==> config.mk <==
export PLATFORM = sky130hd
export DESIGN_NAME = if_ex_pipe_reg
export DESIGN_NICKNAME = d
export VERILOG_FILES = /design/src/rtl/pipe_pkg.sv /design/src/rtl/inst_skid_buf.sv /design/src/rtl/if_ex_pipe_reg.sv
export SDC_FILE = /design/constraint.sdc
export NUM_CORES = 1
export LEC_CHECK = 0
export ABC_AREA = 1
export ABC_CLOCK_PERIOD_IN_PS = 2000
export CAP_MARGIN = 5
export CORE_AREA = 4 4 130 132
export CTS_CLUSTER_DIAMETER = 100
export CTS_CLUSTER_SIZE = 10
export DETAILED_ROUTE_END_ITERATION = 7
export DIE_AREA = 0 0 134 136
export PLACE_DENSITY = 0.83
export SYNTH_ARGS = -nofsm -noshare
export SYNTH_HDL_FRONTEND = slang
export SYNTH_HIERARCHICAL = 1
export SYNTH_SLANG_ARGS = --single-unit
==> constraint.sdc <==
create_clock -name Clk -period 2 [get_ports Clk]
set_input_delay 0.5 -clock Clk [delete_from_list [all_inputs] [get_ports Clk]]
set_output_delay 0.5 -clock Clk [all_outputs]
set_load 0.02 [all_outputs]
==> src/rtl/pipe_pkg.sv <==
// Shared constants for the IF/E boundary: bubble word, opcode values, hold-FSM states.
// Latency: n/a (constants and types only).
// Backpressure: n/a.
package pipe_pkg;

  // sll $0,$0,0 -- architecturally a no-op, used as the bubble word
  localparam logic [31:0] NOP_INST = 32'h0000_0000;

  localparam logic [5:0] OP_ANDI = 6'h0C;
  localparam logic [5:0] OP_ORI  = 6'h0D;
  localparam logic [5:0] OP_XORI = 6'h0E;
  localparam logic [5:0] OP_LUI  = 6'h0F;
  localparam logic [5:0] OP_J    = 6'h02;
  localparam logic [5:0] OP_JAL  = 6'h03;

  // RUN: free-running. HOLD: stalled, skid empty. HOLD_SKID: skid holds a word.
  typedef enum logic [1:0] {
    RUN       = 2'd0,
    HOLD      = 2'd1,
    HOLD_SKID = 2'd2
  } hold_state_t;

endpackage

==> src/rtl/inst_skid_buf.sv <==
// One-entry store for {instruction, PC+4} caught while the E register is held.
// Latency: written on the clock edge, read combinationally from the store.
// Backpressure: none of its own; the parent decides when to load or clear.
//   core_clk/arst_n : clock, async active-low reset
//   load/clear      : capture inst_dat/pc_dat, or drop the entry (clear wins)
//   inst_q/pc_q     : stored word; full marks the entry occupied
module inst_skid_buf #(
  parameter int XLEN = 32
) (
  input  logic            core_clk,
  input  logic            arst_n,
  input  logic            load,
  input  logic            clear,
  input  logic [XLEN-1:0] inst_dat,
  input  logic [XLEN-1:0] pc_dat,
  output logic [XLEN-1:0] inst_q,
  output logic [XLEN-1:0] pc_q,
  output logic            full
);

  always_ff @(posedge core_clk or negedge arst_n) begin
    if (!arst_n) begin
      full   <= 1'b0;
      inst_q <= '0;
      pc_q   <= '0;
    end else if (clear) begin
      full <= 1'b0;
    end else if (load) begin
      full   <= 1'b1;
      inst_q <= inst_dat;
      pc_q   <= pc_dat;
    end
  end

endmodule

==> src/rtl/if_ex_pipe_reg.sv <==
// IF->E pipeline register with stall hold, flush squash and a 1-entry skid for the in-flight fetch.
// Latency: 1 cycle Inst_I->Inst_E when not stalled; a skid-held word leaves on the release edge.
// Backpressure: Stall holds E; one word arriving per stall episode is skidded, a second sets Overflow.
//   Clk/Reset: clock, async active-low reset.  Stall/Flush: hazard controls (Flush wins).
//   InstValid_I/Inst_I/PCplus4_I: fetch word.  Inst_E/PCplus4_E/Valid_E: E register.
//   Rs_E..Jtarget_E: fields decoded from the E register only.  SkidFull/Overflow: status.
module if_ex_pipe_reg #(
  parameter int              XLEN     = 32,
  parameter logic [XLEN-1:0] NOP_INST = XLEN'(pipe_pkg::NOP_INST)
) (
  input  logic            Clk,
  input  logic            Reset,
  input  logic            Stall,
  input  logic            Flush,
  input  logic            InstValid_I,
  input  logic [XLEN-1:0] Inst_I,
  input  logic [XLEN-1:0] PCplus4_I,
  output logic [XLEN-1:0] Inst_E,
  output logic [XLEN-1:0] PCplus4_E,
  output logic            Valid_E,
  output logic [4:0]      Rs_E,
  output logic [4:0]      Rt_E,
  output logic [4:0]      Rd_E,
  output logic [4:0]      Shamt_E,
  output logic [XLEN-1:0] Imm_E,
  output logic [XLEN-1:0] Jtarget_E,
  output logic            SkidFull,
  output logic            Overflow
);
  import pipe_pkg::*;

  // What the E register does on the next edge
  typedef enum logic [2:0] {
    E_KEEP,    // hold current contents
    E_FETCH,   // take Inst_I/PCplus4_I
    E_BUBBLE,  // nothing fetched: NOP, PC+4 keeps its value
    E_SKID,    // take the skidded word
    E_SQUASH   // flush: NOP, PC+4 cleared
  } e_op_t;

  hold_state_t     state, state_nxt;
  e_op_t           e_op;
  logic            skid_load, skid_clear, ovf_set;
  logic [XLEN-1:0] skid_inst, skid_pc;
  logic [5:0]      opcode;

  inst_skid_buf #(.XLEN(XLEN)) u_skid (
    .core_clk (Clk),
    .arst_n   (Reset),
    .load     (skid_load),
    .clear    (skid_clear),
    .inst_dat (Inst_I),
    .pc_dat   (PCplus4_I),
    .inst_q   (skid_inst),
    .pc_q     (skid_pc),
    .full     (SkidFull)
  );

  always_ff @(posedge Clk or negedge Reset) begin
    if (!Reset) state <= RUN;
    else        state <= state_nxt;
  end

  always_comb begin
    state_nxt  = state;
    e_op       = E_KEEP;
    skid_load  = 1'b0;
    skid_clear = 1'b0;
    ovf_set    = 1'b0;
    if (Flush) begin
      // wrong-path: whatever is fetched or skidded is discarded
      e_op       = E_SQUASH;
      skid_clear = 1'b1;
      state_nxt  = RUN;
    end else if (Stall) begin
      if (state == HOLD_SKID) begin
        ovf_set = InstValid_I;
      end else if (InstValid_I) begin
        skid_load = 1'b1;
        state_nxt = HOLD_SKID;
      end else begin
        state_nxt = HOLD;
      end
    end else if (state == HOLD_SKID) begin
      // release: the skidded word is older than anything on Inst_I
      e_op = E_SKID;
      if (InstValid_I) begin
        skid_load = 1'b1;
      end else begin
        skid_clear = 1'b1;
        state_nxt  = RUN;
      end
    end else begin
      e_op      = InstValid_I ? E_FETCH : E_BUBBLE;
      state_nxt = RUN;
    end
  end

  always_ff @(posedge Clk or negedge Reset) begin
    if (!Reset) begin
      Inst_E    <= NOP_INST;
      PCplus4_E <= '0;
      Valid_E   <= 1'b0;
      Overflow  <= 1'b0;
    end else begin
      if (ovf_set) Overflow <= 1'b1;
      case (e_op)
        E_FETCH: begin
          Inst_E    <= Inst_I;
          PCplus4_E <= PCplus4_I;
          Valid_E   <= 1'b1;
        end
        E_BUBBLE: begin
          Inst_E  <= NOP_INST;
          Valid_E <= 1'b0;
        end
        E_SKID: begin
          Inst_E    <= skid_inst;
          PCplus4_E <= skid_pc;
          Valid_E   <= 1'b1;
        end
        E_SQUASH: begin
          Inst_E    <= NOP_INST;
          PCplus4_E <= '0;
          Valid_E   <= 1'b0;
        end
        default: ;
      endcase
    end
  end

  assign opcode  = Inst_E[31:26];
  assign Rs_E    = Inst_E[25:21];
  assign Rt_E    = Inst_E[20:16];
  assign Rd_E    = Inst_E[15:11];
  assign Shamt_E = Inst_E[10:6];

  always_comb begin
    Imm_E = {{(XLEN-16){Inst_E[15]}}, Inst_E[15:0]};
    if (opcode == OP_ANDI || opcode == OP_ORI || opcode == OP_XORI)
      Imm_E = {{(XLEN-16){1'b0}}, Inst_E[15:0]};
    else if (opcode == OP_LUI)
      Imm_E = XLEN'({Inst_E[15:0], 16'h0000});
  end

  // pseudo-direct jump: region bits come from PC+4 of the jump itself
  assign Jtarget_E = XLEN'({PCplus4_E[XLEN-1 -: 4], Inst_E[25:0], 2'b00});

endmodule

==> results of run 1 <==
[metrics by stage]
stage / total power [µW] / hold slack, ns / util
floorplan: 4670 / 0.204 / -
global placement: 5590 / 0.411 / 0.579
detailed placement: 5660 / 0.417 / 0.579
CTS: 8740 / 0.472 / 0.625
global route: 9140 / 0.491 / 0.634
finish: 8710 / 0.471 / 0.634
[registers in the layout, indices dropped and copies added (netlist names)]
register,flops
PCplus4_E,32
Inst_E,32
Overflow,1
u_skid/pc_q,32
u_skid/full,1
Valid_E,1
u_skid/inst_q,32
state,2
[worst paths after layout]
kind	end	slack, ns	startpoint	cells after the start
setup / recovery	Imm_E[20]	-0.32	Inst_E[31]	6
hold / removal	u_skid/inst_q[17]	0.47	u_skid/inst_q[17]	2
setup reg to reg	u_skid/inst_q[22]	0.47	state[0]	7
hold reg to reg	u_skid/inst_q[17]	0.47	u_skid/inst_q[17]	2
max in group asynchronous	u_skid/inst_q[1]	0.87	Reset	3
min in group asynchronous	u_skid/pc_q[26]	0.54	Reset	2
[power by group through the flow]
| stage | logic, µW | clock network [µW] | registers [µW] |
|---|---|---|---|
| final | 2190 | 3070 | 3440 |
| after global routing | 2380 | 3260 | 3500 |
| after CTS | 2180 | 3110 | 3440 |
| after detailed placement | 2180 | 0 | 3480 |
| after global placement | 2130 | 0 | 3450 |
| after floorplan | 1060 | 0 | 3610 |
[layer usage]
metal	global-route usage	wire length, µm	up-vias
met3	0.0537	1680	45
met5	0	0	-
met4	0.0971	502	0
met2	0.403	10900	319
li1	-	-	3170
met1	0.267	8030	3180
[synthesized netlist by cell type]
library cell  number
clkbuf_1           9
buf_2             28
nor2_2             2
or2_2              1
nand2_1          171
o21ai_0           19
inv_2              5
buf_4             68
nand2_2            2
nor3_2             1
buf_1              5
dfrtp_1          133
a31oi_1           32
a31o_2             1
nand2_4            1
buf_6              9
nand3_1           98
inv_1             52
nand4_1           64
nor2_1           177
o31ai_1            1
conb_1             1
o21ai_2            1
[worst max-delay path, stage by stage (launching register included)]
cell and delay (ns):
dfrtp_1 0.40, nor3_4 0.25, buf_4 0.16, buf_6 0.10
or2_4 0.24, o21ai_2 0.11, buf_6 0.14
[cell type report]
class / count / area [µm²] / share of cell area
clock buffer: 19 / 453 / 0.0455
timing repair buffer: 271 / 2810 / 0.282
tap: 216 / 270 / 0.0271
sequential: 133 / 3330 / 0.334
timing repair inverter: 1 / 11.3 / 0.00113
inverter: 57 / 226 / 0.0227
antenna: 1 / 2.50 / 0.000251
multi-input combinational: 574 / 2730 / 0.274
clock inverter: 12 / 130 / 0.0131
[what timing repair did]
| action | CTS | global route |
|---|---|---|
| pin swaps | 7 | 4 |
| resized for setup | 243 | 40 |
| cloned | 3 | 0 |
| hold buffers | 1 | 0 |
| setup endpoints to repair | 51 | 50 |
| buffers inserted | 6 | 1 |
| hold endpoints to repair | 31 | 0 |
[cell families after synthesis]
group / count (synthesis) / share of synthesized area
AO/OA/AOI/OAI: 54 / 0.0463
buffers and inverters: 176 / 0.147
flip-flops: 133 / 0.481
AND/OR/NAND/NOR: 517 / 0.325
other: 1 / 0.000542
==> run_results.csv, run 1 <==
group,metric,value,unit
synth,syn_inst,881,
clock_tree,numCtsBuffers,17,
clock_tree,cts_tree,"done",
routing,detail-route-antenna-nets,0,
die,die_outline_area,18200,µm²
sta,final_max_slew_viol_count,0,
power_and_ir_drop,power.share.clock,0.352,
global_route,grt_pass1_wl,33400,µm
run_status,violated_checks,"negative setup slack",
power_and_ir_drop,power_share_of_the_sequential_group,0.396,
synth,synth.area.top_cells,"dfrtp_1 48%, nor2_1 9.6%, nand2_1 9.3%",
die,die_x,134,µm
power_and_ir_drop,worst_voltage_drop_across_the_vdd_grid,0.580,mV
critical_path,crit_path_max_fanout,8,
clock_tree,clk_latency,0.41,ns
synth,synth_seq_area_share,0.481,
routing,drtIter0Drc,452,
placement,placedInstanceArea,9100,µm²
synth,synth.largest_area_cell,"dfrtp_1",
die,starting_density_of_the_core,0.440,
critical_path,arrival,1.82,ns
die,dieHeight,136,µm
synth,synthesis.yosys.warnings,6,
routing,drtPass1Iterations,5,
clock_tree,clockBufferDepth,2,
run_status,run_status,"finished, violations left",
finish,final_cell_area_excluding_filler_cells,9960,µm²
power_and_ir_drop,power.internal,6010,µW
routing,wire_per_inst,16.4,µm
sta,final_min_period_over_clock_period,1.16,
finish,final_layout_size_suffix_gt1_frac,0.151,
power_and_ir_drop,p_leak,0.00505,µW
synth,ys_ff_latch,133,
sta,final_period_minus_worst_setup_slack,2.32,ns
critical_path,crit_required,1.50,ns
global_route,number_of_global_route_vias_before_repair,6509,
placement,place_ws,-0.493,ns
finish,final_cell_mix,"169 x nor2_1, 168 x nand2_1, 149 x clkdlybuf4s50_1",
routing,detailroute.via_count,6714,
placement,dpl.cell_count,1241,
sta,max_clock_freq,0.432,GHz
finish,final_cells,1284,
placement,buffer_ports.inserted,217,
finish,fillers,1342,
global_route,overflow,0,
sta,hold_viol,0,
sta,total_negative_setup_slacks,-7.74,ns
finish,final_common_cell,"nor2_1",
critical_path,end_kind,"primary output",
die,io-pin-count,220,
die,num_rows,46,
finish,nets,1124,
clock_tree,clock_tree.htree_level_count,4,
finish,syn2layout_area_growth,44.0,%
routing,avgViaCountPerCell,5.23,
sta,setup_viol,32,
placement,routabilityCongestion,0.761,
power_and_ir_drop,comb_power_share,0.252,
die,design.core.area,15700,µm²
sta,grt_setup_unrepaired,"yes",
sta,clock_skew,0.00471,ns
global_route,global_route_total_usage_across_every_layer,0.228,
synth,number_of_distinct_library_cells_after_synthesis,23,
sta,layout_setup_ws,-0.316,ns
critical_path,ws_path_type,"reg2out",
synth,netlist.area_leader.share,0.481,
clock_tree,cts.root.buffer_cell,"clkbuf_16",
routing,wl,21100,µm
power_and_ir_drop,power_density,874,nW/µm²
clock_tree,cts.clk_slew.worst_paths,0.06,ns
power_and_ir_drop,switching_share,0.310,
critical_path,startpoint_types,"flop",
flow_run,max_cap_viol_count,0,
hold_path,hold_path.class,"reg2reg",
synth,mappedNetlistArea,6920,µm²
synth,syn-mean-instance-area,7.86,µm²
global_route,grt_antenna_before_repair,1,
clock_tree,cts.sinks,133,
global_route,grt_start_max_net_pins,53,
placement,hpwl,13700,µm
routing,drc,0,
power_and_ir_drop,net_switching_component_of_the_power,2700,µW
No activity file was read; power rests on OpenSTA's default activity.
==> run 2: changes to the inputs <==
Settings changed: ABC_CLOCK_PERIOD_IN_PS 2000 to 2029, CORE_AREA 4 4 130 132 to 4 4 134 136, DIE_AREA 0 0 134 136 to 0 0 138 140, PLACE_DENSITY 0.83 to 0.82.
Clock period 2 ns to 2.03 ns, I/O delays scaled along.
==> run 2 against run 1 <==
Effect of this change:
- the run still ends with negative setup slack left
- global-route usage is 1.8 points lower
- hold slack worse by 0.45 ns
- die area grew 6.0%
- routed wire length shrank 1.2%
- sequential cell count is the same
- register-to-register slack lost 0.10 ns
- power decreased by 2.5%
- first-iteration DRC count decreased by 12%
- count of clock-buffer cells in the layout grew 1
- critical path type unchanged
- critical endpoint is now Imm_E[23]
- highest routed layer unchanged
==> run_results.csv, run 2 (synthesis gave the netlist of run 1 again) <==
group,metric,value,unit
power_and_ir_drop,p_leak,0.00495,µW
sta,final_max_slew_viol_count,0,
finish,syn2layout_area_growth,42.5,%
die,num_rows,48,
global_route,number_of_global_route_vias_before_repair,6466,
die,io-pin-count,220,
sta,layout_setup_ws,-0.240,ns
clock_tree,cts-hold-fix-buffers,0,
clock_tree,cts.clk_slew.worst_paths,0.06,ns
finish,regArea,3330,µm²
run_status,violated_checks,"negative setup slack",
clock_tree,numCtsBuffers,17,
sta,hold_viol,0,
finish,final_common_cell,"nor2_1",
clock_tree,cts.root.buffer_cell,"clkbuf_16",
die,dieHeight,140,µm
routing,wire_per_inst,16.2,µm
die,die_outline_area,19300,µm²
routing,drtIter0Drc,399,
die,die_x,138,µm
sta,setup_viol,31,
sta,grt_setup_unrepaired,"yes",
routing,drtPass1Iterations,5,
die,starting_density_of_the_core,0.409,
critical_path,startpoint_types,"flop",
clock_tree,clk_latency,0.42,ns
power_and_ir_drop,worst_voltage_drop_across_the_vdd_grid,0.617,mV
run_status,run_status,"finished, violations left",
routing,avgViaCountPerCell,5.15,
die,design.core.area,16900,µm²
routing,wl,20800,µm
hold_path,hold_path.class,"in2async",
critical_path,end_kind,"primary output",
routing,detail-route-antenna-nets,0,
clock_tree,clock_tree.htree_level_count,4,
critical_path,regToRegEndpoint,"u_skid/pc_q[13]",
finish,multiInputGateArea,2700,µm²
sta,final_period_minus_worst_setup_slack,2.27,ns
power_and_ir_drop,power_density,861,nW/µm²
critical_path,r2r_setup_slack,0.37,ns
critical_path,arrival,1.76,ns
global_route,grt_antenna_before_repair,1,
sta,clock_skew,0.0106,ns
sta,final_min_period_over_clock_period,1.12,
clock_tree,cts_tree,"done",
critical_path,crit_path_max_fanout,7,
placement,routabilityCongestion,0.849,
global_route,overflow,0,
sta,max_clock_freq,0.441,GHz
global_route,grt_pass1_wl,33300,µm
power_and_ir_drop,power,8490,µW
finish,fillers,1500,
finish,nets,1119,
critical_path,ws_path_type,"reg2out",
placement,buffer_ports.inserted,217,
finish,final_layout_size_suffix_gt1_frac,0.142,
sta,max_slew.worst_pin.slew,0.514,ns
critical_path,reg2reg_depth,7,
placement,hpwl,13700,µm
global_route,grt_start_max_net_pins,67,
sta,timing.max_slew.rel_slack,0.657,
clock_tree,clockBufferDepth,2,
global_route,global_route_total_usage_across_every_layer,0.211,
critical_path,crit-reg2reg-launch,"state[0]",
sta,hold_slack,0.0237,ns
routing,drc,0,
routing,detailroute.via_count,6635,
critical_path,crit_required,1.52,ns
finish,final_cell_mix,"170 x nor2_1, 167 x nand2_1, 160 x clkdlybuf4s50_1",
flow_run,max_cap_viol_count,0,
clock_tree,cts.sinks,133,
## run 2: changes by cell type in the layout (fill, tap and decap cells not counted), moves of 2 or more
cell	before	now
clkinvlp_4	2	5
o21ai_0	3	9
clkinv_2	4	2
nor2_4	6	4
dlygate4sd2_1	18	6
buf_12	17	15
buf_6	25	20
o21ai_2	16	9
clkdlybuf4s50_1	149	160
buf_4	38	42
## run 2: worst max-delay path by stage
stage                          start  slack [ns]   endpoint  depth (start not counted)
after global placement    Inst_E[31]       -0.20   Imm_E[9]                          7
final                     Inst_E[31]       -0.24  Imm_E[23]                          6
after detailed placement  Inst_E[31]       -0.29   Imm_E[0]                          7
after floorplan           Inst_E[31]       -0.04  Imm_E[21]                          4
after CTS                 Inst_E[29]       -0.33  Imm_E[27]                          7
after global routing      Inst_E[31]       -0.33  Imm_E[16]                          6
## run 2: per-stage QoR
| step | instances | instance area [µm²] | setup TNS, ns | util | setup WS (ns) |
|---|---|---|---|---|---|
| 6_report | 1288 | 9860 | -6.17 | 0.582 | -0.240 |
| 5_1_grt | 1288 | 9860 | -9.24 | 0.582 | -0.332 |
| 4_1_cts | 1286 | 9650 | -8.20 | 0.570 | -0.334 |
| 3_5_place_dp | 1249 | 9120 | -9.48 | 0.538 | -0.286 |
| 3_3_place_gp | 1249 | 9120 | -5.93 | 0.538 | -0.201 |
| 2_1_floorplan | 882 | 6920 | -0.406 | - | -0.0406 |
## run 2: worst max-delay path, cell delays in order, from the launching register on
cell and delay [ns]:
dfrtp_1 0.41, nor3_4 0.25, nand3_2 0.12, buf_4 0.15, buf_6 0.14, o21ai_2 0.14, buf_6 0.14
## run 2: power breakdown
| part | internal, µW | leakage [µW] | total [µW] | switching [µW] |
|---|---|---|---|---|
| combinational | 945 | 0.00301 | 2150 | 1200 |
| clock | 1770 | 0.000266 | 2950 | 1180 |
| sequential | 3120 | 0.00167 | 3400 | 280 |
## run 2: what timing repair did
item	CTS	global route
pin swaps	2	4
endpoints found under the setup margin	38	52
buffers inserted	4	2
gates cloned	2	0
resized for setup	151	102
## run 2: routing by layer
metal / up-vias / wire length [µm] / GRT usage
li1: 3160 / - / -
met1: 3101 / 8470 / 0.261
met2: 345 / 10300 / 0.348
met3: 29 / 1690 / 0.0608
met4: 0 / 382 / 0.0827
met5: - / 0 / 0
## run 2: cell type report
class,instances,area share
Sequential cell,133,0.337
Timing Repair Buffer,267,0.280
Multi-Input combinational cell,574,0.274
Clock buffer,20,0.0473
Tap cell,225,0.0285
Inverter,57,0.0225
Clock inverter,11,0.0105
Antenna cell,1,0.000254
==> run 3: changes to the inputs <==
Settings changed: SETUP_SLACK_MARGIN from default to 0.1.
==> run 3 against run 2 <==
Effect of this change:
- the flow still finishes with violations (negative setup slack)
- first-iteration DRC count is 13% higher
- sequential cell count did not move
- maximum frequency shrank 0.40%
- via count barely moved
- sequential share of layout area up 0.37 points
- clock skew shrank 0.0014 ns
- cell count unchanged
- final area shrank 1.1%
- setup slack lost 0.0091 ns
- core utilization decreased by 0.63 points
- power down 1.4%
- highest routed layer unchanged
==> run_results.csv, run 3 (synthesis gave the netlist of run 1 again) <==
group,metric,value,unit
run_status,run_status,"finished, violations left",
run_status,violated_checks,"negative setup slack",
finish,final_common_cell,"nor2_1",
hold_path,hold_path.class,"in2async",
clock_tree,clk_latency,0.42,ns
critical_path,cpMaxStageDelayCell,"dfrtp_1",
power_and_ir_drop,power.internal,5720,µW
routing,detail-route-antenna-nets,0,
sta,total_negative_setup_slacks,-6.19,ns
critical_path,end_kind,"primary output",
clock_tree,cts.root.buffer_cell,"clkbuf_16",
power_and_ir_drop,power,8370,µW
critical_path,crit_path_max_fanout,7,
clock_tree,numCtsBuffers,17,
die,num_rows,48,
critical_path,startpoint_types,"flop",
placement,place_ws,-0.286,ns
placement,buffer_ports.inserted,217,
critical_path,arrival,1.77,ns
power_and_ir_drop,power.share.clock,0.352,
power_and_ir_drop,p_leak,0.00514,µW
clock_tree,clockBufferDepth,2,
clock_tree,cts-hold-fix-buffers,0,
die,die_x,138,µm
critical_path,cpMostUsedCell,"buf_6",
finish,nets,1119,
finish,final_cell_mix,"170 x nor2_1, 167 x nand2_1, 133 x dfrtp_1",
die,dieHeight,140,µm
routing,drc,0,
global_route,use_met1,0.262,
sta,hold_viol,0,
die,io-pin-count,220,
sta,hold_slack,0.0275,ns
global_route,overflow,0,
global_route,grt_pass1_wl,33300,µm
die,design.core.area,16900,µm²
routing,drtIter0Drc,450,
power_and_ir_drop,comb_power_share,0.243,
critical_path,regToRegEndpoint,"u_skid/pc_q[13]",
sta,clock_skew,0.00912,ns
critical_path,path_cells,"nor3_4 > nand3_2 > buf_4 > buf_6 > o21ai_2 > buf_6",
power_and_ir_drop,power_density,857,nW/µm²
global_route,grt_start_max_net_pins,67,
finish,final_layout_size_suffix_gt1_frac,0.142,
sta,max_clock_freq,0.439,GHz
sta,grt_setup_unrepaired,"yes",
global_route,grt.met2_usage,0.349,
clock_tree,cts.sinks,133,
sta,layout_setup_ws,-0.249,ns
finish,syn2layout_area_growth,41.0,%
finish,final_cell_area_excluding_filler_cells,9760,µm²
critical_path,ws_path_type,"reg2out",
routing,wire_per_inst,16.0,µm
power_and_ir_drop,switching_share,0.316,
global_route,met3_usage,0.0608,
global_route,global_route.peak_usage_layer,"met2",
sta,final_min_period_over_clock_period,1.12,
sta,final_period_minus_worst_setup_slack,2.28,ns
critical_path,r2r_setup_slack,0.38,ns
clock_tree,cts.clk_slew.worst_paths,0.06,ns
placement,hpwl,13700,µm
power_and_ir_drop,net_switching_component_of_the_power,2640,µW
global_route,number_of_global_route_vias_before_repair,6471,
critical_path,crit_required,1.52,ns
routing,wl,20700,µm
power_and_ir_drop,power_share_of_the_sequential_group,0.405,
critical_path,cp_slowest_stage_delay,0.41,ns
sta,setup_viol,31,
die,starting_density_of_the_core,0.409,
critical_path,cp_num_buf_inv,3,
clock_tree,cts_tree,"done",
die,die_outline_area,19300,µm²
placement,routabilityCongestion,0.849,
critical_path,worst_path_dominant_cell_family,"buffers and inverters",
power_and_ir_drop,worst_voltage_drop_across_the_vdd_grid,0.615,mV
clock_tree,clock_tree.htree_level_count,4,
sta,final_max_slew_viol_count,0,
placement,placedInstanceArea,9120,µm²
routing,avgViaCountPerCell,5.15,
global_route,global_route_total_usage_across_every_layer,0.211,
routing,drtPass1Iterations,5,
flow_run,max_cap_viol_count,0,
critical_path,reg2reg_depth,7,
finish,fillers,1546,
critical_path,crit-reg2reg-launch,"state[0]",
global_route,grt_antenna_before_repair,1,
routing,detailroute.via_count,6631,
==> run 3: area by class of cell <==
type	count	area, µm²	share of cell area
Antenna cell	1	2.50	0.000256
Tap cell	225	282	0.0288
Clock buffer	20	467	0.0478
Timing Repair Buffer	267	2650	0.272
Inverter	57	221	0.0227
Clock inverter	11	104	0.0106
Sequential cell	133	3330	0.341
Multi-Input combinational cell	574	2700	0.277
==> run 3: timing repair <==
item                       CTS  global route
resized for setup          238           100
setup endpoints to repair  124            50
buffers inserted             4             2
pin swaps                    2             4
cloned                       2             0
==> run 3: worst max path at each step <==
stage	startpoint	end	slack, ns	cells past startpoint
after floorplan	Inst_E[31]	Imm_E[21]	-0.04	4
after global placement	Inst_E[31]	Imm_E[9]	-0.20	7
after detailed placement	Inst_E[31]	Imm_E[0]	-0.29	7
after CTS	Inst_E[29]	Imm_E[27]	-0.33	7
after global routing	Inst_E[31]	Imm_E[16]	-0.33	6
final	Inst_E[31]	Imm_E[23]	-0.25	6
==> run 3: power by group through the flow <==
stage | clock network, µW | registers, µW | logic (µW)
global route | 3140 | 3450 | 2220
detailed placement | 0 | 3430 | 2130
finish | 2950 | 3390 | 2030
floorplan | 0 | 3550 | 1050
global placement | 0 | 3410 | 2090
CTS | 3010 | 3390 | 1990
==> run 3: metrics by stage <==
stage          instances  utilization
2_1_floorplan        882            -
3_3_place_gp        1249        0.538
3_5_place_dp        1249        0.538
4_1_cts             1286        0.564
5_1_grt             1288        0.576
6_report            1288        0.576
==> run 3: worst register-to-register path: cells and delay by family (launching register included) <==
| kind | cells | cell delay, ns |
|---|---|---|
| buf+inv | 3 | 0.44 |
| compound gates | 1 | 0.34 |
| simple gates | 3 | 0.35 |
| flops | 1 | 0.41 |
==> run 3: metal layers <==
| metal | vias up | routed length (µm) |
|---|---|---|
| met2 | 321 | 10200 |
| li1 | 3164 | - |
| met5 | - | 0 |
| met4 | 0 | 485 |
| met1 | 3111 | 8440 |
| met3 | 35 | 1580 |
